[config.mk]
export PLATFORM = sky130hd
export DESIGN_NAME = fp_add_sub_pipe_flat
export DESIGN_NICKNAME = d
export VERILOG_FILES = /design/src/rtl/fp_add_sub_pipe_if.sv /design/src/rtl/fp_add_sub_pipe.sv /design/src/flat_wrapper.sv
export SDC_FILE = /design/constraint.sdc
export NUM_CORES = 1
export LEC_CHECK = 0
export CAP_MARGIN = 20
export CELL_PAD_IN_SITES_DETAIL_PLACEMENT = 0
export CELL_PAD_IN_SITES_GLOBAL_PLACEMENT = 1
export CORE_MARGIN = 2
export CORE_UTILIZATION = 49
export CTS_CLUSTER_DIAMETER = 40
export CTS_CLUSTER_SIZE = 8
export DETAILED_ROUTE_END_ITERATION = 10
export PLACE_DENSITY_LB_ADDON = 0.08
export SLEW_MARGIN = 40
export SYNTH_ARGS = -nofsm -noshare
export SYNTH_HDL_FRONTEND = slang
export SYNTH_SLANG_ARGS = --single-unit
[constraint.sdc]
create_clock -name clk -period 21.4 [get_ports clk]
set_input_delay 6.42 -clock clk [delete_from_list [all_inputs] [get_ports clk]]
set_output_delay 6.42 -clock clk [all_outputs]
set_load 0.005 [all_outputs]
[src/rtl/fp_add_sub_pipe_if.sv]
// Operand/result handshake bundle for the pipelined floating-point adder.
// The slave side is the adder; the master side feeds operands and drains results.
interface fp_add_sub_pipe_if #(
  parameter int EW = 8,
  parameter int MW = 7
);
  localparam int W = 1 + EW + MW;

  logic         in_valid;
  logic         in_ready;
  logic [W-1:0] a;
  logic [W-1:0] b;
  logic         cntl;
  logic         out_valid;
  logic         out_ready;
  logic [W-1:0] c;
  logic [3:0]   flags;

  modport slave (
    input  in_valid, a, b, cntl, out_ready,
    output in_ready, out_valid, c, flags
  );

  modport master (
    output in_valid, a, b, cntl, out_ready,
    input  in_ready, out_valid, c, flags
  );
endinterface

[src/rtl/fp_add_sub_pipe.sv]
// Three-stage pipelined floating-point add/subtract (bfloat16 by default).
// Subnormals flush to zero; rounding is round-to-nearest, ties-to-even.
module fp_add_sub_pipe #(
  parameter int EW = 8,
  parameter int MW = 7
) (
  input  logic             clk,
  input  logic             rst,
  fp_add_sub_pipe_if.slave bus
);
  localparam int W   = 1 + EW + MW;
  localparam int N   = MW + 4;
  localparam int AW  = 2 * (MW + 3);
  localparam int XW  = EW + 2;
  localparam int LZW = $clog2(N + 1);
  localparam logic [EW-1:0] EXP_ONES = '1;
  localparam logic [EW-1:0] SH_MAX   = EW'(MW + 3);
  localparam logic [XW-1:0] EXP_MAX  = XW'((1 << EW) - 1);

  logic          s1Valid_q;
  logic          s1Sign_q,   s1Sign_d;
  logic          s1Sub_q,    s1Sub_d;
  logic [EW-1:0] s1Exp_q,    s1Exp_d;
  logic [MW:0]   s1SigL_q,   s1SigL_d;
  logic [MW+2:0] s1SigS_q,   s1SigS_d;
  logic          s1Sticky_q, s1Sticky_d;
  logic          s1Spec_q,   s1Spec_d;
  logic [W-1:0]  s1SpecC_q,  s1SpecC_d;
  logic          s1SpecInv_q, s1SpecInv_d;

  logic          s2Valid_q;
  logic          s2Sign_q;
  logic [XW-1:0] s2Exp_q,    s2Exp_d;
  logic [N-1:0]  s2Norm_q,   s2Norm_d;
  logic          s2Zero_q,   s2Zero_d;
  logic          s2Spec_q;
  logic [W-1:0]  s2SpecC_q;
  logic          s2SpecInv_q;

  logic          outValid_q;
  logic [W-1:0]  c_q,        s3C_d;
  logic [3:0]    flags_q,    s3Flags_d;

  logic          adv;

  assign adv           = !outValid_q || bus.out_ready;
  assign bus.in_ready  = rst || adv;
  assign bus.out_valid = outValid_q;
  assign bus.c         = c_q;
  assign bus.flags     = flags_q;

  logic              sa, sb;
  logic              nanA, nanB, infA, infB, zeroA, zeroB, aBig;
  logic [EW-1:0]     ea, eb, expDiff, shAmt;
  logic [MW-1:0]     ma, mb;
  logic [EW+MW-1:0]  keyA, keyB;
  logic [MW:0]       sigA, sigB, sigS;
  logic [AW-1:0]     alignWide;

  // Stage 1: the larger magnitude becomes L so the difference is never negative.
  always_comb begin
    sa    = bus.a[W-1];
    ea    = bus.a[W-2:MW];
    ma    = bus.a[MW-1:0];
    sb    = bus.b[W-1] ^ bus.cntl;
    eb    = bus.b[W-2:MW];
    mb    = bus.b[MW-1:0];
    nanA  = (ea == EXP_ONES) && (ma != '0);
    nanB  = (eb == EXP_ONES) && (mb != '0);
    infA  = (ea == EXP_ONES) && (ma == '0);
    infB  = (eb == EXP_ONES) && (mb == '0);
    zeroA = (ea == '0);
    zeroB = (eb == '0);
    sigA  = zeroA ? '0 : {1'b1, ma};
    sigB  = zeroB ? '0 : {1'b1, mb};
    keyA  = {ea, (zeroA ? {MW{1'b0}} : ma)};
    keyB  = {eb, (zeroB ? {MW{1'b0}} : mb)};
    aBig  = (keyA >= keyB);

    s1Sign_d = aBig ? sa : sb;
    s1Sub_d  = sa ^ sb;
    s1Exp_d  = aBig ? ea : eb;
    s1SigL_d = aBig ? sigA : sigB;
    sigS     = aBig ? sigB : sigA;
    expDiff  = aBig ? (ea - eb) : (eb - ea);
    shAmt    = (expDiff > SH_MAX) ? SH_MAX : expDiff;

    alignWide  = {sigS, 2'b00, {(MW + 3){1'b0}}} >> shAmt;
    s1SigS_d   = alignWide[AW-1:MW+3];
    s1Sticky_d = |alignWide[MW+2:0];

    s1Spec_d    = 1'b0;
    s1SpecC_d   = '0;
    s1SpecInv_d = 1'b0;
    if (nanA || nanB || (infA && infB && (sa != sb))) begin
      s1Spec_d    = 1'b1;
      s1SpecC_d   = '1;
      s1SpecInv_d = 1'b1;
    end else if (infA) begin
      s1Spec_d  = 1'b1;
      s1SpecC_d = {sa, EXP_ONES, {MW{1'b0}}};
    end else if (infB) begin
      s1Spec_d  = 1'b1;
      s1SpecC_d = {sb, EXP_ONES, {MW{1'b0}}};
    end else if (zeroA && zeroB) begin
      s1Spec_d  = 1'b1;
      s1SpecC_d = {sa & sb, {(EW + MW){1'b0}}};
    end
  end

  always_ff @(posedge clk) begin
    if (rst) begin
      s1Valid_q <= 1'b0;
    end else if (adv) begin
      s1Valid_q   <= bus.in_valid;
      s1Sign_q    <= s1Sign_d;
      s1Sub_q     <= s1Sub_d;
      s1Exp_q     <= s1Exp_d;
      s1SigL_q    <= s1SigL_d;
      s1SigS_q    <= s1SigS_d;
      s1Sticky_q  <= s1Sticky_d;
      s1Spec_q    <= s1Spec_d;
      s1SpecC_q   <= s1SpecC_d;
      s1SpecInv_q <= s1SpecInv_d;
    end
  end

  logic [N-1:0]   opL, opS;
  logic [N:0]     sum;
  logic [LZW-1:0] lzc;
  logic           found;

  // Stage 2: the sticky bit takes part in the subtraction as an ordinary LSB,
  // which keeps the remainder indication exact after a one-place renormalise.
  always_comb begin
    opL = {s1SigL_q, 3'b000};
    opS = {s1SigS_q, s1Sticky_q};
    sum = s1Sub_q ? ({1'b0, opL} - {1'b0, opS}) : ({1'b0, opL} + {1'b0, opS});

    lzc   = '0;
    found = 1'b0;
    for (int i = N - 1; i >= 0; i--) begin
      if (!found) begin
        if (sum[i]) found = 1'b1;
        else        lzc   = lzc + LZW'(1);
      end
    end

    s2Zero_d = (sum == '0);
    if (sum[N]) begin
      s2Norm_d = {sum[N:2], |sum[1:0]};
      s2Exp_d  = {2'b00, s1Exp_q} + XW'(1);
    end else begin
      s2Norm_d = sum[N-1:0] << lzc;
      s2Exp_d  = {2'b00, s1Exp_q} - {{(XW - LZW){1'b0}}, lzc};
    end
  end

  always_ff @(posedge clk) begin
    if (rst) begin
      s2Valid_q <= 1'b0;
    end else if (adv) begin
      s2Valid_q   <= s1Valid_q;
      s2Sign_q    <= s1Sign_q;
      s2Exp_q     <= s2Exp_d;
      s2Norm_q    <= s2Norm_d;
      s2Zero_q    <= s2Zero_d;
      s2Spec_q    <= s1Spec_q;
      s2SpecC_q   <= s1SpecC_q;
      s2SpecInv_q <= s1SpecInv_q;
    end
  end

  logic [MW:0]   mant;
  logic          gBit, rBit, sBit, rndUp, inexact;
  logic [MW+1:0] mantR;
  logic [XW-1:0] expR;
  logic [MW-1:0] frac;

  // Stage 3: exponent range is judged after rounding so a carry can rescue it.
  always_comb begin
    mant    = s2Norm_q[N-1:3];
    gBit    = s2Norm_q[2];
    rBit    = s2Norm_q[1];
    sBit    = s2Norm_q[0];
    rndUp   = gBit & (rBit | sBit | mant[0]);
    inexact = gBit | rBit | sBit;
    mantR   = {1'b0, mant} + {{(MW + 1){1'b0}}, rndUp};
    expR    = s2Exp_q + (mantR[MW+1] ? XW'(1) : XW'(0));
    frac    = mantR[MW+1] ? mantR[MW:1] : mantR[MW-1:0];

    s3C_d     = {s2Sign_q, expR[EW-1:0], frac};
    s3Flags_d = {3'b000, inexact};
    if (s2Spec_q) begin
      s3C_d     = s2SpecC_q;
      s3Flags_d = {s2SpecInv_q, 3'b000};
    end else if (s2Zero_q) begin
      s3C_d     = '0;
      s3Flags_d = '0;
    end else if (expR[XW-1] || (expR == '0)) begin
      s3C_d     = {s2Sign_q, {(EW + MW){1'b0}}};
      s3Flags_d = 4'b0011;
    end else if (expR >= EXP_MAX) begin
      s3C_d     = {s2Sign_q, EXP_ONES, {MW{1'b0}}};
      s3Flags_d = 4'b0101;
    end
  end

  always_ff @(posedge clk) begin
    if (rst) begin
      outValid_q <= 1'b0;
      c_q        <= '0;
      flags_q    <= '0;
    end else if (adv) begin
      outValid_q <= s2Valid_q;
      if (s2Valid_q) begin
        c_q     <= s3C_d;
        flags_q <= s3Flags_d;
      end
    end
  end
endmodule

[src/flat_wrapper.sv]
// flat-port wrapper written by rule: the top's interface ports become plain ports
module fp_add_sub_pipe_flat 
#(
  parameter int EW = 8,
  parameter int MW = 7
)
  (clk, rst, bus_in_valid, bus_a, bus_b, bus_cntl, bus_out_ready, bus_in_ready, bus_out_valid, bus_c, bus_flags);
  fp_add_sub_pipe_if #(.EW(EW), .MW(MW)) bus_i ();
  input  logic clk;
  input  logic rst;
  input wire logic [$bits(bus_i.in_valid)-1:0] bus_in_valid;
  input wire logic [$bits(bus_i.a)-1:0] bus_a;
  input wire logic [$bits(bus_i.b)-1:0] bus_b;
  input wire logic [$bits(bus_i.cntl)-1:0] bus_cntl;
  input wire logic [$bits(bus_i.out_ready)-1:0] bus_out_ready;
  output wire logic [$bits(bus_i.in_ready)-1:0] bus_in_ready;
  output wire logic [$bits(bus_i.out_valid)-1:0] bus_out_valid;
  output wire logic [$bits(bus_i.c)-1:0] bus_c;
  output wire logic [$bits(bus_i.flags)-1:0] bus_flags;
  assign bus_i.in_valid = bus_in_valid;
  assign bus_i.a = bus_a;
  assign bus_i.b = bus_b;
  assign bus_i.cntl = bus_cntl;
  assign bus_i.out_ready = bus_out_ready;
  assign bus_in_ready = bus_i.in_ready;
  assign bus_out_valid = bus_i.out_valid;
  assign bus_c = bus_i.c;
  assign bus_flags = bus_i.flags;
  fp_add_sub_pipe #(.EW(EW), .MW(MW)) u_core (.clk(clk), .rst(rst), .bus(bus_i));
endmodule
==> results by group, run 1 <==
Clocking
  • Hold-fix buffers, CTS: 0
  • Worst-skew pair later-pin latency: 0.34 ns
  • Sink Count: 85
  • Cts bufs inserted: 9
  • Post-CTS Resized: 0
  • CTS root buf: clkbuf_16
  • CTS tree: built
  • Worst-path clk slew: 0.06 ns
  • CTS max path bufs: 2
  • H-tree Lvls: 3
  • Post-CTS setup buffer count: 0

Final layout
  • Non-Filler Instances: 1146
  • Core Util, Final: 56.4%
  • N_diodes: 0
  • Layout cells sized above 1: 5.85%
  • Nets: 1051
  • Synth-to-layout area growth: 12.8%

Global route
  • Number of global-route vias before repair: 6664
  • First-pass GRT wire length: 32200 um
  • GRT Util Overall: 24.0%
  • Largest net degree at the start of global routing: 63
  • Remaining Overflow, GRT: 0
  • Antenna violations before repair: 0

Drt
  • Via count of the routed design: 6864
  • Highest metal used: met4
  • DR pass1 iterations: 5
  • Antenna Nets Post-Route: 0
  • DRC viols: 0
  • Met2 wirelength from detailed routing: 9470 um
  • Metal3 WL: 827 um
  • Final WL: 19300 um
  • DR iter-0 viols: 412
  • M1 WL: 8600 um
  • Wire per inst: 16.8 um
  • Routed vias/inst: 5.99

Placement
  • Cell count after placement: 1129
  • I/O Buffers: 58
  • Placed wire-length estimate: 15200 um
  • Gpl congestion: 0.967

Critical path
  • CP Launch Type: input port
  • Crit-path max FO: 7
  • Worst Setup SP: bus_out_ready
  • Worst endpoint required time: 14.98 ns
  • Critical Path End Type: output pin
  • Kind of critical path: in2out
  • Critical path arrival: 7.90 ns
  • Worst flop-to-flop path startpoint: u_core.s1Sticky_q$_DFFE_PP_

Flow run
  • Max-cap violations: 0

Timing
  • Endpoints failing setup: 0
  • Max Slew Vio Count: 0
  • Post-Route Skew: 0.0102 ns
  • Hold Vio Cnt, Final: 0
  • F_max: 69.8 MHz
  • Final period util: 66.9%
  • Rel. slew slack: 39.1%
  • Setup_tns: 0 ns
  • Worst slew pin tran: 0.907 ns
  • Fin crit period: 14.32 ns
  • RSZ-0062 raised after global routing: false

Synthesis
  • Post-synthesis async set-or-reset flop share: 0%
  • Most used DFF post-synth: edfxtp_1
  • Synth Register Bits: 85
  • Mapped cell area: 7600 um^2
  • Syn nets: 1014
  • Sequential fraction of the synthesis area: 30.6%
  • Yosys warns: 0
  • Post-synth EDFFs: 62
  • Distinct cells, synth: 89
  • Synth Instances: 916
  • Synthesized area per cell: 8.30 um^2

Floorplan
  • Die Ht: 129 um
  • I/O pin count: 59
  • Chip Width: 129 um
  • Initial Util: 50.0%
  • Core area: 15200 um^2
  • DIE AREA: 16500 um^2
  • Row count: 45

Hold path
  • Hold crit path type: reg2reg
  • Hold path startpoint: u_core.s1Spec_q$_SDFFCE_PP1P_

Run status
  • Status: completed

Power and ir drop
  • PD cells: 72.5 nW/um^2
  • Worst vdd ir: 0.0518 mV
  • Leakage Power: 0.00345 uW
-- worst paths after layout --
kind,endpoint,slack [ns],cells past startpoint
max,bus_in_ready,7.08,4
min,u_core.s2Spec_q$_DFFE_PP_,0.41,0
max reg2reg,u_core.s2Exp_q[4]$_DFFE_PP_,12.42,42
min reg2reg,u_core.s2Spec_q$_DFFE_PP_,0.41,0
-- sequential cells by signal (all words and copies together), names as in the netlist, 3 cells and up --
name,flops
u_core.s2SpecC_q,3
u_core.s2Norm_q,11
u_core.s1SigS_q,10
u_core.s1Exp_q,8
u_core.s2Exp_q,10
u_core.s1SigL_q,8
u_core.s1SpecC_q,3
u_core.bus.c,16
u_core.bus.flags,4
-- logic make-up after synthesis --
| kind of cell | count (synthesis) | share of synthesized area [%] |
|---|---|---|
| AOI/OAI and AO/OA | 238 | 20.9 |
| adders and majority gates | 61 | 10.4 |
| buffers and inverters | 101 | 5.40 |
| and+or+nand+nor | 356 | 23.1 |
| DFF | 85 | 30.6 |
| muxes | 36 | 4.91 |
| xor gates and xnor gates | 39 | 4.69 |
-- stage by stage --
step	cell area (um^2)	worst slack, ns	total power, uW	hold slack (ns)
after floorplan	7600	8.14	412	0.400
after global placement	8300	6.83	476	0.405
after detailed placement	8300	6.83	481	0.405
after CTS	8570	6.82	620	0.410
after global routing	8570	7.01	664	0.412
final	8570	7.08	622	0.409
-- worst max-delay path, cell delays in order --
cell and delay [ns]:
clkdlybuf4s50_1 0.39, nor2b_1 0.52, nand2b_1 0.10, clkdlybuf4s50_1 0.46
-- Yosys cell counts, drive strengths merged (4+ instances only) --
master,number,area [um^2]
fa,4,80.1
dfxtp,23,460
o22ai,9,56.3
o21bai,9,67.6
mux2,10,113
xnor2,24,210
nand2b,11,68.8
nor3,27,140
o211ai,6,50.1
a21oi,55,279
and2,8,50.1
nand3,28,140
a311oi,10,87.6
inv,61,231
nand2,110,420
or3,6,42.5
nor2b,15,93.8
buf,11,68.8
a221o,4,40.0
mux2i,26,260
nor4,8,65.1
and3,13,81.3
or4,6,48.8
a221oi,5,50.0
nand4,16,100
a21o,10,75.1
edfxtp,62,1860
nor3b,8,65.1
o21a,4,30.0
o21ai,62,310
ha,57,713
o2111ai,4,35.0
nor2,86,330
a31oi,11,68.8
o31ai,5,37.5
xor2,14,123
a211oi,5,42.5
or2,4,25.0
clkbuf,29,110
-- report_power, final --
part	leakage, uW	switching, uW	internal, uW
Clock	0.000132	59.7	78.8
Sequential	0.000800	13.2	199
Combinational	0.00252	164	107
-- metal layers --
layer,vias to the layer above,GRT usage [%]
li1,3426,-
met1,3207,30.6
met2,199,41.7
met3,32,3.28
met4,0,8.50
met5,-,0
-- cell usage in the layout, fill, tap and decap left out, types with 7 or more instances in the layout --
master | synthesis | routed
mux2i_1 | 26 | 26
nor3b_1 | 7 | 7
xor2_1 | 14 | 14
buf_4 | 1 | 7
mux2_2 | 9 | 9
o22ai_1 | 9 | 9
a311oi_1 | 10 | 10
nor4_1 | 7 | 7
inv_1 | 60 | 60
and3_1 | 13 | 13
nand2b_1 | 11 | 11
a21oi_1 | 54 | 54
clkbuf_16 | 0 | 9
nand4_1 | 16 | 16
nand2_1 | 109 | 109
edfxtp_1 | 62 | 62
nor2b_1 | 15 | 14
xnor2_1 | 24 | 24
ha_1 | 57 | 57
o21ai_0 | 59 | 58
nor3_1 | 26 | 26
nand3_1 | 28 | 28
and2_1 | 7 | 7
dfxtp_1 | 23 | 23
a31oi_1 | 11 | 11
nor2_1 | 85 | 84
a21o_1 | 10 | 10
o21bai_1 | 9 | 9
clkdlybuf4s50_1 | 0 | 57
-- area by class of cell --
class                   instances  area [um^2]
fillers                      1394         6630
multi-input cells             730         4880
flip-flops and latches         85         2320
repair buffers                 66          639
well taps                     188          235
clock buffers                  11          233
inverters                      61          231
clock inverters                 5         35.0
Note: power is estimated with default switching activity, not from simulation.
==> inputs of run 2 (changes only) <==
--- a/config.mk
+++ b/config.mk
@@ -9,7 +9,7 @@
 export CELL_PAD_IN_SITES_DETAIL_PLACEMENT = 0
 export CELL_PAD_IN_SITES_GLOBAL_PLACEMENT = 1
 export CORE_MARGIN = 2
-export CORE_UTILIZATION = 49
+export CORE_UTILIZATION = 41
 export CTS_CLUSTER_DIAMETER = 40
 export CTS_CLUSTER_SIZE = 8
 export DETAILED_ROUTE_END_ITERATION = 10
==> constraint.sdc (replaced) <==
create_clock -name clk -period 11.8 [get_ports clk]
set_input_delay 3.54 -clock clk [delete_from_list [all_inputs] [get_ports clk]]
set_output_delay 3.54 -clock clk [all_outputs]
set_load 0.005 [all_outputs]
==> results by group, run 2 (synthesis results as in run 1) <==
Critical path
  • Crit-path max FO: 49
  • Critical path arrival: 9.32 ns
  • Worst endpoint required time: 11.89 ns
  • Reg2reg end: u_core.s2Exp_q[4]$_DFFE_PP_
  • Worst flop-to-flop path startpoint: u_core.s1Sticky_q$_DFFE_PP_
  • CP Launch Type: input port
  • Flop-to-flop setup slack: 2.77 ns
  • Critical Path End Type: flop
  • Worst Reg-to-Reg Cells: 42
  • Kind of critical path: in2reg

Placement
  • I/O Buffers: 58
  • Placed wire-length estimate: 16500 um
  • Setup WS pre-CTS: 2.26 ns
  • Gpl congestion: 0.930

Drt
  • DR pass1 iterations: 8
  • Antenna Nets Post-Route: 0
  • M1 WL: 9310 um
  • Final WL: 20800 um
  • DR iter-0 viols: 435
  • Routed vias/inst: 5.84
  • DRC viols: 4
  • Via count of the routed design: 6937
  • Highest metal used: met4
  • Metal3 WL: 655 um
  • Met2 wirelength from detailed routing: 10400 um
  • Wire per inst: 17.5 um

Power and ir drop
  • PD cells: 135 nW/um^2
  • Switching part of the total power: 38.0%
  • Combinational share of power: 42.2%
  • P_int: 726 uW
  • Worst vdd ir: 0.0615 mV
  • Seq pwr share: 33.0%
  • P_sw: 446 uW
  • Power share of the clock group: 24.8%
  • Leakage Power: 0.00347 uW

Run status
  • Failing checks: DRC
  • Status: complete, but fails checks

Timing
  • Endpoints failing setup: 0
  • Setup_tns: 0 ns
  • Worst slew pin tran: 0.799 ns
  • F_max: 108 MHz
  • RSZ-0062 raised after global routing: false
  • Hold Vio Cnt, Final: 0
  • Max Slew Vio Count: 0
  • Post-Route Skew: 0.00700 ns
  • Worst Slack Setup Final: 2.57 ns
  • Rel. slew slack: 46.1%
  • Fin crit period: 9.23 ns
  • Final period util: 78.2%

Clocking
  • Hold-fix buffers, CTS: 0
  • CTS max path bufs: 2
  • Post-CTS setup buffer count: 0
  • CTS tree: built
  • Post-CTS Resized: 0
  • Worst-skew pair later-pin latency: 0.34 ns
  • Worst-path clk slew: 0.07 ns
  • Sink Count: 85
  • H-tree Lvls: 3
  • Cts bufs inserted: 9
  • CTS root buf: clkbuf_16

Hold path
  • Worst hold path depth: 0
  • Hold endpoint: u_core.s2SpecInv_q$_DFFE_PP_
  • Hold crit path type: reg2reg
  • Hold path startpoint: u_core.s1SpecInv_q$_DFFE_PP_

Floorplan
  • Core area: 18100 um^2
  • DIE AREA: 19600 um^2
  • Initial Util: 42.0%
  • I/O pin count: 59
  • Die Ht: 140 um
  • Row count: 49
  • Chip Width: 140 um

Global route
  • GRT Util Overall: 21.3%
  • Number of global-route vias before repair: 6861
  • Largest net degree at the start of global routing: 63
  • Remaining Overflow, GRT: 0
  • Antenna violations before repair: 0
  • First-pass GRT wire length: 34300 um

Final layout
  • Max reg flops: 16
  • Layout cells sized above 1: 6.37%
  • Commonest non-fill, non-tap cells in the layout: nand2_1 (109), nor2_1 (84), edfxtp_1 (62)
  • N_diodes: 0
  • Most common cell after layout, fill and taps aside: nand2_1
  • Core Util, Final: 48.0%
  • Synth-to-layout area growth: 14.2%
  • Nets: 1051

Flow run
  • Max-cap violations: 0
## run 2: critical path, stage by stage
cell and delay (ns):
clkdlybuf4s50_1 0.54, nor4_1 0.48, nand2_1 0.40, nand2_1 0.19, inv_1 0.07, ha_1 0.27
nand4_1 0.11, o41ai_1 0.41, a21o_1 0.17, a21o_1 0.25, nor2_4 0.09, buf_4 0.30
mux2i_1 0.22, xnor2_1 0.58, a21oi_1 0.22, a221o_1 0.37, a221oi_1 0.49, o2111a_1 0.28
nand4b_1 0.10, o21ba_2 0.22
## run 2: how the worst max path moves through the flow
stage	startpoint	end	slack (ns)
after floorplan	bus_b[7]	u_core.s1Sticky_q$_DFFE_PP_	4.16
after global placement	bus_b[8]	u_core.s1Sticky_q$_DFFE_PP_	2.37
after detailed placement	bus_b[8]	u_core.s1Sticky_q$_DFFE_PP_	2.26
after CTS	bus_b[8]	u_core.s1Sticky_q$_DFFE_PP_	2.59
after global routing	u_core.s1Sticky_q$_DFFE_PP_	u_core.s2Exp_q[4]$_DFFE_PP_	1.97
final	bus_b[8]	u_core.s1Sticky_q$_DFFE_PP_	2.57
## run 2: cell type report
cell class | count | area, um^2
clock buffers | 11 | 275
clock inverters | 5 | 42.5
fillers | 1794 | 9410
inverters | 61 | 231
multi-input cells | 730 | 4890
flip-flops and latches | 85 | 2320
well taps | 229 | 287
repair buffers | 66 | 636
## run 2: power groups by stage
stage	combinational (uW)	clock, uW	sequential [uW]
after global routing	550	308	391
after floorplan	366	0	382
after CTS	490	297	387
after global placement	483	0	392
final	494	291	387
after detailed placement	487	0	393
## run 2: metrics by stage
stage	total power, uW	cell area, um^2	hold slack [ns]	instances
floorplan	747	7600	0.400	916
CTS	1170	8680	0.410	1187
finish	1170	8680	0.415	1187
global placement	875	8360	0.406	1171
global route	1250	8680	0.441	1187
detailed placement	880	8360	0.405	1171
## run 2: per-layer routing
metal | up-vias | global-route usage (%)
met2 | 172 | 38.3
met3 | 31 | 2.05
met1 | 3290 | 26.9
met5 | - | 0
met4 | 0 | 6.59
li1 | 3444 | -
